==> src/rtl/adc_seq_pkg.sv <==
// Shared constants and state encoding for the ADC128S022-style sequencer.
package adc_seq_pkg;

    localparam int NUM_CH         = 8;
    localparam int DATA_W         = 12;
    localparam int CH_W           = 3;
    localparam int FRAME_LEN      = 16;
    localparam int ADDR_FIRST_BIT = 2;
    localparam int LEAD_BITS      = 4;

    typedef enum logic [1:0] {
        IDLE  = 2'd0,
        FRAME = 2'd1,
        GAP   = 2'd2
    } state_t;

endpackage

==> src/rtl/adc_seq_ctrl_if.sv <==
// ADC pin and sample-stream bundle; master is the sequencer, slave is its environment.
interface adc_seq_ctrl_if;
    import adc_seq_pkg::*;

    logic              run;
    logic [NUM_CH-1:0] ch_mask;
    logic              dout;
    logic              adc_cs_n;
    logic              din;
    logic [DATA_W-1:0] data_out;
    logic [CH_W-1:0]   ch_out;
    logic              data_valid;
    logic              busy;
    logic              frame_err;

    modport master (
        input  run, ch_mask, dout,
        output adc_cs_n, din, data_out, ch_out, data_valid, busy, frame_err
    );

    modport slave (
        output run, ch_mask, dout,
        input  adc_cs_n, din, data_out, ch_out, data_valid, busy, frame_err
    );

endinterface

==> src/rtl/rr_next_ch.sv <==
// Round-robin picker: next set mask bit strictly after cur, wrapping; cur=7 yields the lowest set bit.
module rr_next_ch
    import adc_seq_pkg::*;
(
    input  logic [NUM_CH-1:0] mask,
    input  logic [CH_W-1:0]   cur,
    output logic [CH_W-1:0]   next,
    output logic              any
);

    logic [CH_W-1:0] idx_s;
    logic            found_s;

    // Scan forward from cur+1; the final step lands back on cur itself
    always_comb begin
        next    = cur;
        found_s = 1'b0;
        idx_s   = cur;
        for (int i = 1; i <= NUM_CH; i++) begin
            idx_s = cur + CH_W'(i);
            if (!found_s && mask[idx_s]) begin
                next    = idx_s;
                found_s = 1'b1;
            end else begin
                found_s = found_s;
            end
        end
    end

    assign any = |mask;

endmodule

==> src/rtl/adc_seq_ctrl.sv <==
// Frame sequencer for an 8-channel 12-bit serial ADC, round-robin over ch_mask.
// Optional leading-zero check on frame bits 0-3 is enabled by defining ADC_LEAD_CHECK_EN.
module adc_seq_ctrl
    import adc_seq_pkg::*;
#(
    parameter int GAP_CYCLES = 1
) (
    input  logic          adc_sck,
    input  logic          reset,
    adc_seq_ctrl_if.master bus
);

    localparam logic [3:0] LAST_BIT = 4'(FRAME_LEN - 1);
    localparam logic [7:0] GAP_LAST = 8'(GAP_CYCLES - 1);

    state_t            state_r, state_next;
    logic [3:0]        bit_cnt_r, bit_cnt_next;
    logic [7:0]        gap_cnt_r, gap_cnt_next;
    logic [CH_W-1:0]   cur_ch_r, cur_ch_next;
    logic [CH_W-1:0]   prev_ch_r, prev_ch_next;
    logic              prev_valid_r, prev_valid_next;
    logic              cs_n_r, cs_n_next;
    logic              din_r, din_next;
    logic [DATA_W-2:0] sh_r, sh_next;
    logic [DATA_W-1:0] data_r, data_next;
    logic [CH_W-1:0]   ch_out_r, ch_out_next;
    logic              dv_r, dv_next;
    logic              busy_r, busy_next;

    logic [CH_W-1:0]   pick_cur_s, pick_ch_s;
    logic              pick_any_s;
    logic [3:0]        nb_s, addr_off_s;

    // From IDLE the picker starts at 7 so it returns the lowest enabled channel
    assign pick_cur_s = (state_r == IDLE) ? 3'd7 : cur_ch_r;
    assign nb_s       = bit_cnt_r + 4'd1;
    assign addr_off_s = nb_s - 4'(ADDR_FIRST_BIT);

    rr_next_ch u_rr (
        .mask (bus.ch_mask),
        .cur  (pick_cur_s),
        .next (pick_ch_s),
        .any  (pick_any_s)
    );

    // Next-state and next-output logic; din is precomputed for the upcoming bit
    always_comb begin
        state_next      = state_r;
        bit_cnt_next    = bit_cnt_r;
        gap_cnt_next    = gap_cnt_r;
        cur_ch_next     = cur_ch_r;
        prev_ch_next    = prev_ch_r;
        prev_valid_next = prev_valid_r;
        cs_n_next       = 1'b1;
        din_next        = 1'b0;
        sh_next         = sh_r;
        data_next       = data_r;
        ch_out_next     = ch_out_r;
        dv_next         = 1'b0;
        case (state_r)
            IDLE: begin
                if (bus.run && pick_any_s) begin
                    state_next   = FRAME;
                    bit_cnt_next = 4'd0;
                    cur_ch_next  = pick_ch_s;
                    cs_n_next    = 1'b0;
                end else begin
                    state_next = IDLE;
                end
            end
            FRAME: begin
                sh_next = {sh_r[DATA_W-3:0], bus.dout};
                if (bit_cnt_r == LAST_BIT) begin
                    state_next   = GAP;
                    gap_cnt_next = 8'd0;
                    dv_next      = prev_valid_r;
                    if (prev_valid_r) begin
                        data_next   = {sh_r, bus.dout};
                        ch_out_next = prev_ch_r;
                    end else begin
                        data_next = data_r;
                    end
                end else begin
                    bit_cnt_next = nb_s;
                    cs_n_next    = 1'b0;
                    if (nb_s >= 4'(ADDR_FIRST_BIT) && addr_off_s < 4'(CH_W)) begin
                        din_next = cur_ch_r[2'(CH_W - 1) - addr_off_s[1:0]];
                    end else begin
                        din_next = 1'b0;
                    end
                end
            end
            GAP: begin
                if (gap_cnt_r == GAP_LAST) begin
                    prev_ch_next    = cur_ch_r;
                    prev_valid_next = 1'b1;
                    if (bus.run && pick_any_s) begin
                        state_next   = FRAME;
                        bit_cnt_next = 4'd0;
                        cur_ch_next  = pick_ch_s;
                        cs_n_next    = 1'b0;
                    end else begin
                        // The sample still owed for cur_ch is dropped here
                        state_next      = IDLE;
                        prev_valid_next = 1'b0;
                    end
                end else begin
                    gap_cnt_next = gap_cnt_r + 8'd1;
                end
            end
            default: begin
                state_next = IDLE;
            end
        endcase
        busy_next = (state_next != IDLE);
    end

    // State and registered output update
    always_ff @(posedge adc_sck or posedge reset) begin
        if (reset) begin
            state_r      <= IDLE;
            bit_cnt_r    <= 4'd0;
            gap_cnt_r    <= 8'd0;
            cur_ch_r     <= 3'd0;
            prev_ch_r    <= 3'd0;
            prev_valid_r <= 1'b0;
            cs_n_r       <= 1'b1;
            din_r        <= 1'b0;
            sh_r         <= '0;
            data_r       <= '0;
            ch_out_r     <= 3'd0;
            dv_r         <= 1'b0;
            busy_r       <= 1'b0;
        end else begin
            state_r      <= state_next;
            bit_cnt_r    <= bit_cnt_next;
            gap_cnt_r    <= gap_cnt_next;
            cur_ch_r     <= cur_ch_next;
            prev_ch_r    <= prev_ch_next;
            prev_valid_r <= prev_valid_next;
            cs_n_r       <= cs_n_next;
            din_r        <= din_next;
            sh_r         <= sh_next;
            data_r       <= data_next;
            ch_out_r     <= ch_out_next;
            dv_r         <= dv_next;
            busy_r       <= busy_next;
        end
    end

`ifdef ADC_LEAD_CHECK_EN
    logic lead_err_r;
    logic frame_err_r;

    // Accumulate any 1 in the leading bits; report it in the frame's strobe slot
    always_ff @(posedge adc_sck or posedge reset) begin
        if (reset) begin
            lead_err_r  <= 1'b0;
            frame_err_r <= 1'b0;
        end else begin
            frame_err_r <= 1'b0;
            if (state_r == FRAME) begin
                if (bit_cnt_r == 4'd0) begin
                    lead_err_r <= bus.dout;
                end else if (bit_cnt_r < 4'(LEAD_BITS)) begin
                    lead_err_r <= lead_err_r | bus.dout;
                end else begin
                    lead_err_r <= lead_err_r;
                end
                if (bit_cnt_r == LAST_BIT) begin
                    frame_err_r <= lead_err_r;
                end else begin
                    frame_err_r <= 1'b0;
                end
            end else begin
                lead_err_r <= lead_err_r;
            end
        end
    end

    assign bus.frame_err = frame_err_r;
`else
    assign bus.frame_err = 1'b0;
`endif

    assign bus.adc_cs_n   = cs_n_r;
    assign bus.din        = din_r;
    assign bus.data_out   = data_r;
    assign bus.ch_out     = ch_out_r;
    assign bus.data_valid = dv_r;
    assign bus.busy       = busy_r;

endmodule

==> src/flat_wrapper.sv <==
// flat-port wrapper written by rule: the top's interface ports become plain ports
module adc_seq_ctrl_flat import adc_seq_pkg::*;
#(
    parameter int GAP_CYCLES = 1
)
  (adc_sck, reset, bus_run, bus_ch_mask, bus_dout, bus_adc_cs_n, bus_din, bus_data_out, bus_ch_out, bus_data_valid, bus_busy, bus_frame_err);
  adc_seq_ctrl_if bus_i ();
  input  logic adc_sck;
  input  logic reset;
  input wire logic [$bits(bus_i.run)-1:0] bus_run;
  input wire logic [$bits(bus_i.ch_mask)-1:0] bus_ch_mask;
  input wire logic [$bits(bus_i.dout)-1:0] bus_dout;
  output wire logic [$bits(bus_i.adc_cs_n)-1:0] bus_adc_cs_n;
  output wire logic [$bits(bus_i.din)-1:0] bus_din;
  output wire logic [$bits(bus_i.data_out)-1:0] bus_data_out;
  output wire logic [$bits(bus_i.ch_out)-1:0] bus_ch_out;
  output wire logic [$bits(bus_i.data_valid)-1:0] bus_data_valid;
  output wire logic [$bits(bus_i.busy)-1:0] bus_busy;
  output wire logic [$bits(bus_i.frame_err)-1:0] bus_frame_err;
  assign bus_i.run = bus_run;
  assign bus_i.ch_mask = bus_ch_mask;
  assign bus_i.dout = bus_dout;
  assign bus_adc_cs_n = bus_i.adc_cs_n;
  assign bus_din = bus_i.din;
  assign bus_data_out = bus_i.data_out;
  assign bus_ch_out = bus_i.ch_out;
  assign bus_data_valid = bus_i.data_valid;
  assign bus_busy = bus_i.busy;
  assign bus_frame_err = bus_i.frame_err;
  adc_seq_ctrl #(.GAP_CYCLES(GAP_CYCLES)) u_core (.adc_sck(adc_sck), .reset(reset), .bus(bus_i));
endmodule
==> config.mk <==
export PLATFORM = sky130hd
export DESIGN_NAME = adc_seq_ctrl_flat
export DESIGN_NICKNAME = d
export VERILOG_FILES = /design/src/rtl/adc_seq_pkg.sv /design/src/rtl/adc_seq_ctrl_if.sv /design/src/rtl/rr_next_ch.sv /design/src/rtl/adc_seq_ctrl.sv /design/src/flat_wrapper.sv
export SDC_FILE = /design/constraint.sdc
export NUM_CORES = 1
export LEC_CHECK = 0
export ABC_AREA = 1
export BUFFER_PORTS_ARGS = -buffer_cell sky130_fd_sc_hd__buf_2
export CORE_MARGIN = 3
export CORE_UTILIZATION = 55
export DETAILED_ROUTE_END_ITERATION = 8
export PLACE_DENSITY = 0.72
export SETUP_SLACK_MARGIN = 0.5
export SYNTH_ARGS = -nofsm -noshare
export SYNTH_HDL_FRONTEND = slang
export SYNTH_SLANG_ARGS = --single-unit
==> constraint.sdc <==
create_clock -name adc_sck -period 2.91 [get_ports adc_sck]
set_clock_uncertainty 0.05 [all_clocks]
set_input_delay 0.582 -clock adc_sck [delete_from_list [all_inputs] [get_ports adc_sck]]
set_output_delay 0.582 -clock adc_sck [all_outputs]
set_load 0.03 [all_outputs]
=== After elaboration in Yosys (flattened, before gate mapping) ===
Cells that the tools add are included.

* Add/subtract/negate cells: 11
* $mul: 0
* Divide/modulo/power cells: 0
* Magnitude comparators: 11
* Eq/ne operators: 7
* Shift-type cells: 0
* Mux-type cells: 58
* Bitwise gates (word level): 0
* Reductions and logical operators: 28

{| class="wikitable"
|+ Operators by type and width
! kind !! number
|-
| two-way mux 3 bit || 11
|-
| < comparator 3 x 4 -> 1 bit, second input constant || 8
|-
| two-way mux 1 bit || 26
|-
| binary-select mux 1 bit (select 3 bit) || 8
|-
| two-way mux 8 bit || 2
|-
| one-hot mux 8 bit (2 select lines) || 1
|-
| adder 3 bit, second input constant || 4
|-
| two-way mux 4 bit || 3
|-
| one-hot mux 4 bit (3 select lines) || 1
|-
| logical AND 1 bit || 9
|-
| AND reduction 3 bit || 3
|-
| adder 8 x 1 -> 8 bit, second input constant || 1
|-
| logical NOT 8 bit || 1
|-
| OR reduction 8 bit || 1
|-
| logical NOT 1 bit || 7
|-
| adder 3 x 2 -> 3 bit, second input constant || 2
|-
| one-hot mux 2 bit (3 select lines) || 1
|-
| one-hot mux 3 bit (2 select lines) || 1
|-
| nonzero test 2 bit || 3
|-
| adder 4 x 1 -> 4 bit, second input constant || 1
|-
| == test 4 bit, second input constant || 1
|-
| >= comparator 4 x 2 -> 1 bit, second input constant || 1
|-
| < comparator 4 x 2 -> 1 bit, second input constant || 1
|-
| two-way mux 2 bit || 2
|-
| other kinds (13) || 16
|}

* Register bits after elaboration: 51
* Bits in latches: 0
* Bits in writable memories: 0
* ROM bits: 0
* Bits of input ports: 12
* Word-level logic and storage cells: 128
* Memories kept: 0

=== Longest topological paths before layout ===
* Depth after elaboration: 30
* Gate-level depth with buffers: 23
* Gate-level depth less buffers: 22

=== Cells and area by module ===
From an unflattened synthesis, not the netlist that was laid out.

* Cells, all modules: 431
* Area, all modules: 3150.5 µm²

{| class="wikitable"
|+ By module, submodules not included
! module !! instances !! cells an instance !! area an instance (µm²) !! sequential area each (µm²)
|-
| adc_seq_ctrl || 1 || 293 || 2431.1 || 1277.5
|-
| rr_next_ch || 1 || 138 || 719.4 || 0.0
|}

=== Worst setup path after synthesis ===
No wires, ideal clock.

* Path kind: register -> register
* Start: register u_core.state_r[0]
* End: register u_core.cur_ch_r[1]
* Arrival: 2.454 ns
* Required time: 2.727 ns
* Slack: 0.273 ns
* Stages on the path, launching flop included: 22
* Buffers on the path: 1
* Clock period less this slack: 2.637 ns
* Cell sequence: dfrtp_1 inv_1 ha_1 buf_6 inv_4 nand2_4 ha_1 inv_1 nand3_1 nand3_1 nand2_4 nand2_2 nor2_4 nand2_2 nor2_4 nand2_4 nor2_4 nor2_1 nand2_1 nand2_1 nand2_1 o21ai_1

* Cells in the longest elaborated chain, start to end: 30
* Elaborated cells between the ends (all ways): 61
* Classes of those cells: add/sub: 7; eq/ne: 2; mux: 35; reduce/logical: 17

{| class="wikitable"
|+ RTL lines
! what !! RTL line !! text
|-
| start: declaration || adc_seq_ctrl.sv:16 || <nowiki>state_t state_r, state_next;</nowiki>
|-
| start signal: assignment || adc_seq_ctrl.sv:135 || <nowiki>state_r <= state_next;</nowiki>
|-
| logical NOT 2 bit || adc_seq_ctrl.sv:35, adc_seq_ctrl.sv:60 ||
|-
| two-way mux 3 bit || adc_seq_ctrl.sv:35 || <nowiki>assign pick_cur_s = (state_r == IDLE) ? 3'd7 : cur_ch_r;</nowiki>
|-
| adder 3 x 1 -> 3 bit || rr_next_ch.sv:20 || <nowiki>idx_s = cur + CH_W'(i);</nowiki>
|-
| binary-select mux 1 bit (select 3 bit) || rr_next_ch.sv:21 || <nowiki>if (!found_s && mask[idx_s]) begin</nowiki>
|-
| two-way mux 1 bit (not written as such) || rr_next_ch.sv:21 ||
|-
| two-way mux 1 bit || rr_next_ch.sv:21 ||
|-
| logical NOT 1 bit || rr_next_ch.sv:21 ||
|-
| logical AND 1 bit || rr_next_ch.sv:21 ||
|-
| [14 not listed] || - ||
|-
| logical AND 1 bit || rr_next_ch.sv:21 ||
|-
| two-way mux 1 bit || rr_next_ch.sv:21 ||
|-
| logical NOT 1 bit || rr_next_ch.sv:21 ||
|-
| logical AND 1 bit || rr_next_ch.sv:21 ||
|-
| two-way mux 3 bit || rr_next_ch.sv:21 ||
|-
| two-way mux 3 bit || adc_seq_ctrl.sv:62, adc_seq_ctrl.sv:97 ||
|-
| two-way mux 3 bit || adc_seq_ctrl.sv:94 || <nowiki>if (gap_cnt_r == GAP_LAST) begin</nowiki>
|-
| one-hot mux 3 bit (2 select lines) || adc_seq_ctrl.sv:60 || <nowiki>case (state_r)</nowiki>
|-
| end signal: assignment || adc_seq_ctrl.sv:138 || <nowiki>cur_ch_r <= cur_ch_next;</nowiki>
|-
| end: declaration || adc_seq_ctrl.sv:19 || <nowiki>logic [CH_W-1:0] cur_ch_r, cur_ch_next;</nowiki>
|}

Parallel ways exist; a longest one is shown, timed or not. The select of a mux whose other input is x is not followed.
A chain may end at the register's enable or synchronous reset.

=== Worst setup path in the final report ===
Ends and elaborated chain as after synthesis.

==> out/results.ini <==
[floorplan]
dieArea_um2=6660
num_io_pins=32
fp.coreArea_um2=5300
rows=26
die_x_um=81.6
initial_core_util_pct=59.3
die_h_um=81.6

[layout]
multi_input_comb_area_um2=1760
final_cell_mix=117 x nand2_1, 52 x inv_1, 50 x dfrtp_1
layout_commonest_cell=nand2_1
fillerInstances=410
nets=508
register_area_um2=1280
num_antenna_cells=0
areaGrowthSynthToFinish_pct=25.5
final_core_util_pct=74.4
drive_gt1_share_pct=29.4

[sta]
tightest_slew_ns=0.565
setup_ws_ns=0.302
setup_viol=0
rsz0062_at_grt=true
fmax_ghz=0.383
slew_headroom_pct=62.0
hold_viol_final=0
fin_crit_sh_pct=89.6
fin_tns_setup_ns=0
drv_slew=0
period_minus_slack_ns=2.61

[grt]
grt_pass1_vias=2862
grt_max_degree=35
antenna_found_initial=0
grt_overflow=0
grt_pass1_wl_um=12600
track_usage_pct=24.3

[yosys]
netlist_instances=420
synth_seq_area_share_pct=40.6
synth_edf_count=0
synth_top_area_cell=dfrtp_1
synthArstFlopShare_pct=100
synthTopCellsByArea=dfrtp_1 40%, nand2_1 15%, o21ai_0 6.8%, inv_1 6.8%, ha_1 4.4%
synth_ff_type=dfrtp_1
yosys.area.top_type_share_pct=39.8
post_synth_num_cell_types=34
synthesis.nets=443
syn_area_per_cell_um2=7.49
ys_warn_count=0
syn_area_um2=3140
ys_ff_latch=51

[setup_path]
crit_type=reg2reg
cp.arrival_ns=2.73
critPathLaunchType=flop
worstPathMaxFanout=4
crit_required_ns=3.03
path_cells=inv_2 > ha_4 > buf_12 > nor2_4 > buf_4 > nand3_2 > nand3_2 > nand2_4 > buf_4 > buf_4 > nand2_1 > nand3_1 > o211ai_1 > o21ai_1 > nand2_1 > nand2_1 > nand2_1 > nand2_1 > nand2_1 > o21ai_1
critPathCaptureType=flop
critPathSlowestCell=dfrtp_1
cpLargestDelayFamily=simple AND/OR/NAND/NOR gates
cpPeakStageDelay_ns=0.38
cpMostUsedCell=nand2_1
path_buf_inv=5

[clock_tree]
insertion_delay_ns=0.30
htree_levels=2
hold_buffers=0
cts_tree=built
path_clk_slew_ns=0.09
numClockSinks=51
clock-root-buffer=clkbuf_8
cts_buffers=5
max-clock-path-buffers=2

[route]
avgRoutedWirePerCell_um=14.2
drtIter0Drc=231
via_per_inst=5.37
drcViolationCount=0
met3_length_um=464
vias=2988
top_layer=met4
wl_um=7890
drtPass1Iterations=5
detail-route-antenna-nets=0
dr_wl_met2_um=3830
wl_met1_um=3370

[pwr]
p_per_area_nw_per_um2=1090
vdd_ir_drop_max_mv=0.721
power.total_mw=4.31
p_leak_nw=2.00

[placement]
place_ws_ns=0.105
io_buffers=30
gp_congestion=0.832
dp_hpwl_um=4980

[outcome]
outcome=completed

[run]
maxCapViolCount=0

[worst_hold_path]
hold_class=in2async

[kinds of logic (layout without fill, tap and decap cells)]
kind of cell / Yosys count / count (layout) / synth area share, %
compound gates: 65 / 65 / 10.8
xor+xnor: 5 / 5 / 1.63
fa+ha+maj: 11 / 11 / 4.38
buf+inv: 71 / 137 / 9.15
flops: 51 / 51 / 40.6
other cells: 1 / 1 / 0.119
simple gates: 216 / 216 / 33.3
[power by group]
group          internal [mW]  leakage [nW]  switching, mW
clock                  0.194        0.0474          0.230
combinational           1.20          1.28           1.73
sequential             0.835         0.670          0.114
[layer usage]
layer  global-route usage [%]  vias to the layer above
met4                     8.47                        0
li1                         -                     1467
met3                     4.39                       30
met1                     30.3                     1365
met5                        0                        -
met2                     42.3                      126
[layout make-up]
class	instances	share of cell area [%]
multi-input cells	298	44.6
flip-flops and latches	51	32.4
repair buffers	66	12.0
inverters	63	6.34
well taps	70	2.22
clock buffers	6	2.09
clock inverters	2	0.412
[sequential cells by signal, indices dropped and copies added, names as in the netlist]
signal	flops
u_core.bit_cnt_r	4
u_core.bus.adc_cs_n	1
u_core.bus.busy	1
u_core.bus.ch_out	3
u_core.bus.data_out	12
u_core.bus.data_valid	1
u_core.bus.din	1
u_core.cur_ch_r	3
u_core.gap_cnt_r	8
u_core.prev_ch_r	3
u_core.prev_valid_r	1
u_core.sh_r	11
u_core.state_r	2
[Yosys cell counts (5+ instances only)]
master / count
nand3_2: 8
nand4_1: 6
nor3_1: 7
ha_1: 11
inv_1: 57
nand3_1: 25
nand2_2: 11
nor2_4: 6
clkbuf_1: 5
nand2_1: 124
o21ai_0: 43
nor2_1: 20
o21ai_1: 5
a21oi_1: 11
dfrtp_1: 50
[per-stage QoR]
stage	instance area, µm²	hold slack, ns	cells
after floorplan	3200	0.400	420
after global placement	3410	0.399	515
after detailed placement	3410	0.405	515
after CTS	3790	0.198	546
after global routing	3950	0.221	556
final	3950	0.196	556
[worst paths after layout]
| check | from | end | slack [ns] | cells after the start |
|---|---|---|---|---|
| max | u_core.state_r[0] | u_core.cur_ch_r[1] | 0.30 | 20 |
| min | reset | u_core.bus.data_out[11] | 0.20 | 2 |
| max reg2reg | u_core.state_r[0] | u_core.cur_ch_r[1] | 0.30 | 20 |
| min reg2reg | u_core.bus.ch_out[1] | u_core.bus.ch_out[1] | 0.43 | 2 |
| max in group asynchronous | reset | u_core.sh_r[1] | 1.84 | 3 |
| min in group adc_sck | u_core.bus.ch_out[1] | u_core.bus.ch_out[1] | 0.43 | 2 |
[repair_timing]
item / 4_1_cts / 5_1_grt
gates resized for setup: 25 / 13
buffers inserted: 23 / 10
cloned: 0 / 0
setup endpoints to repair: 5 / 5
pin swaps: 19 / 15
(Power assumes the default switching activity.)
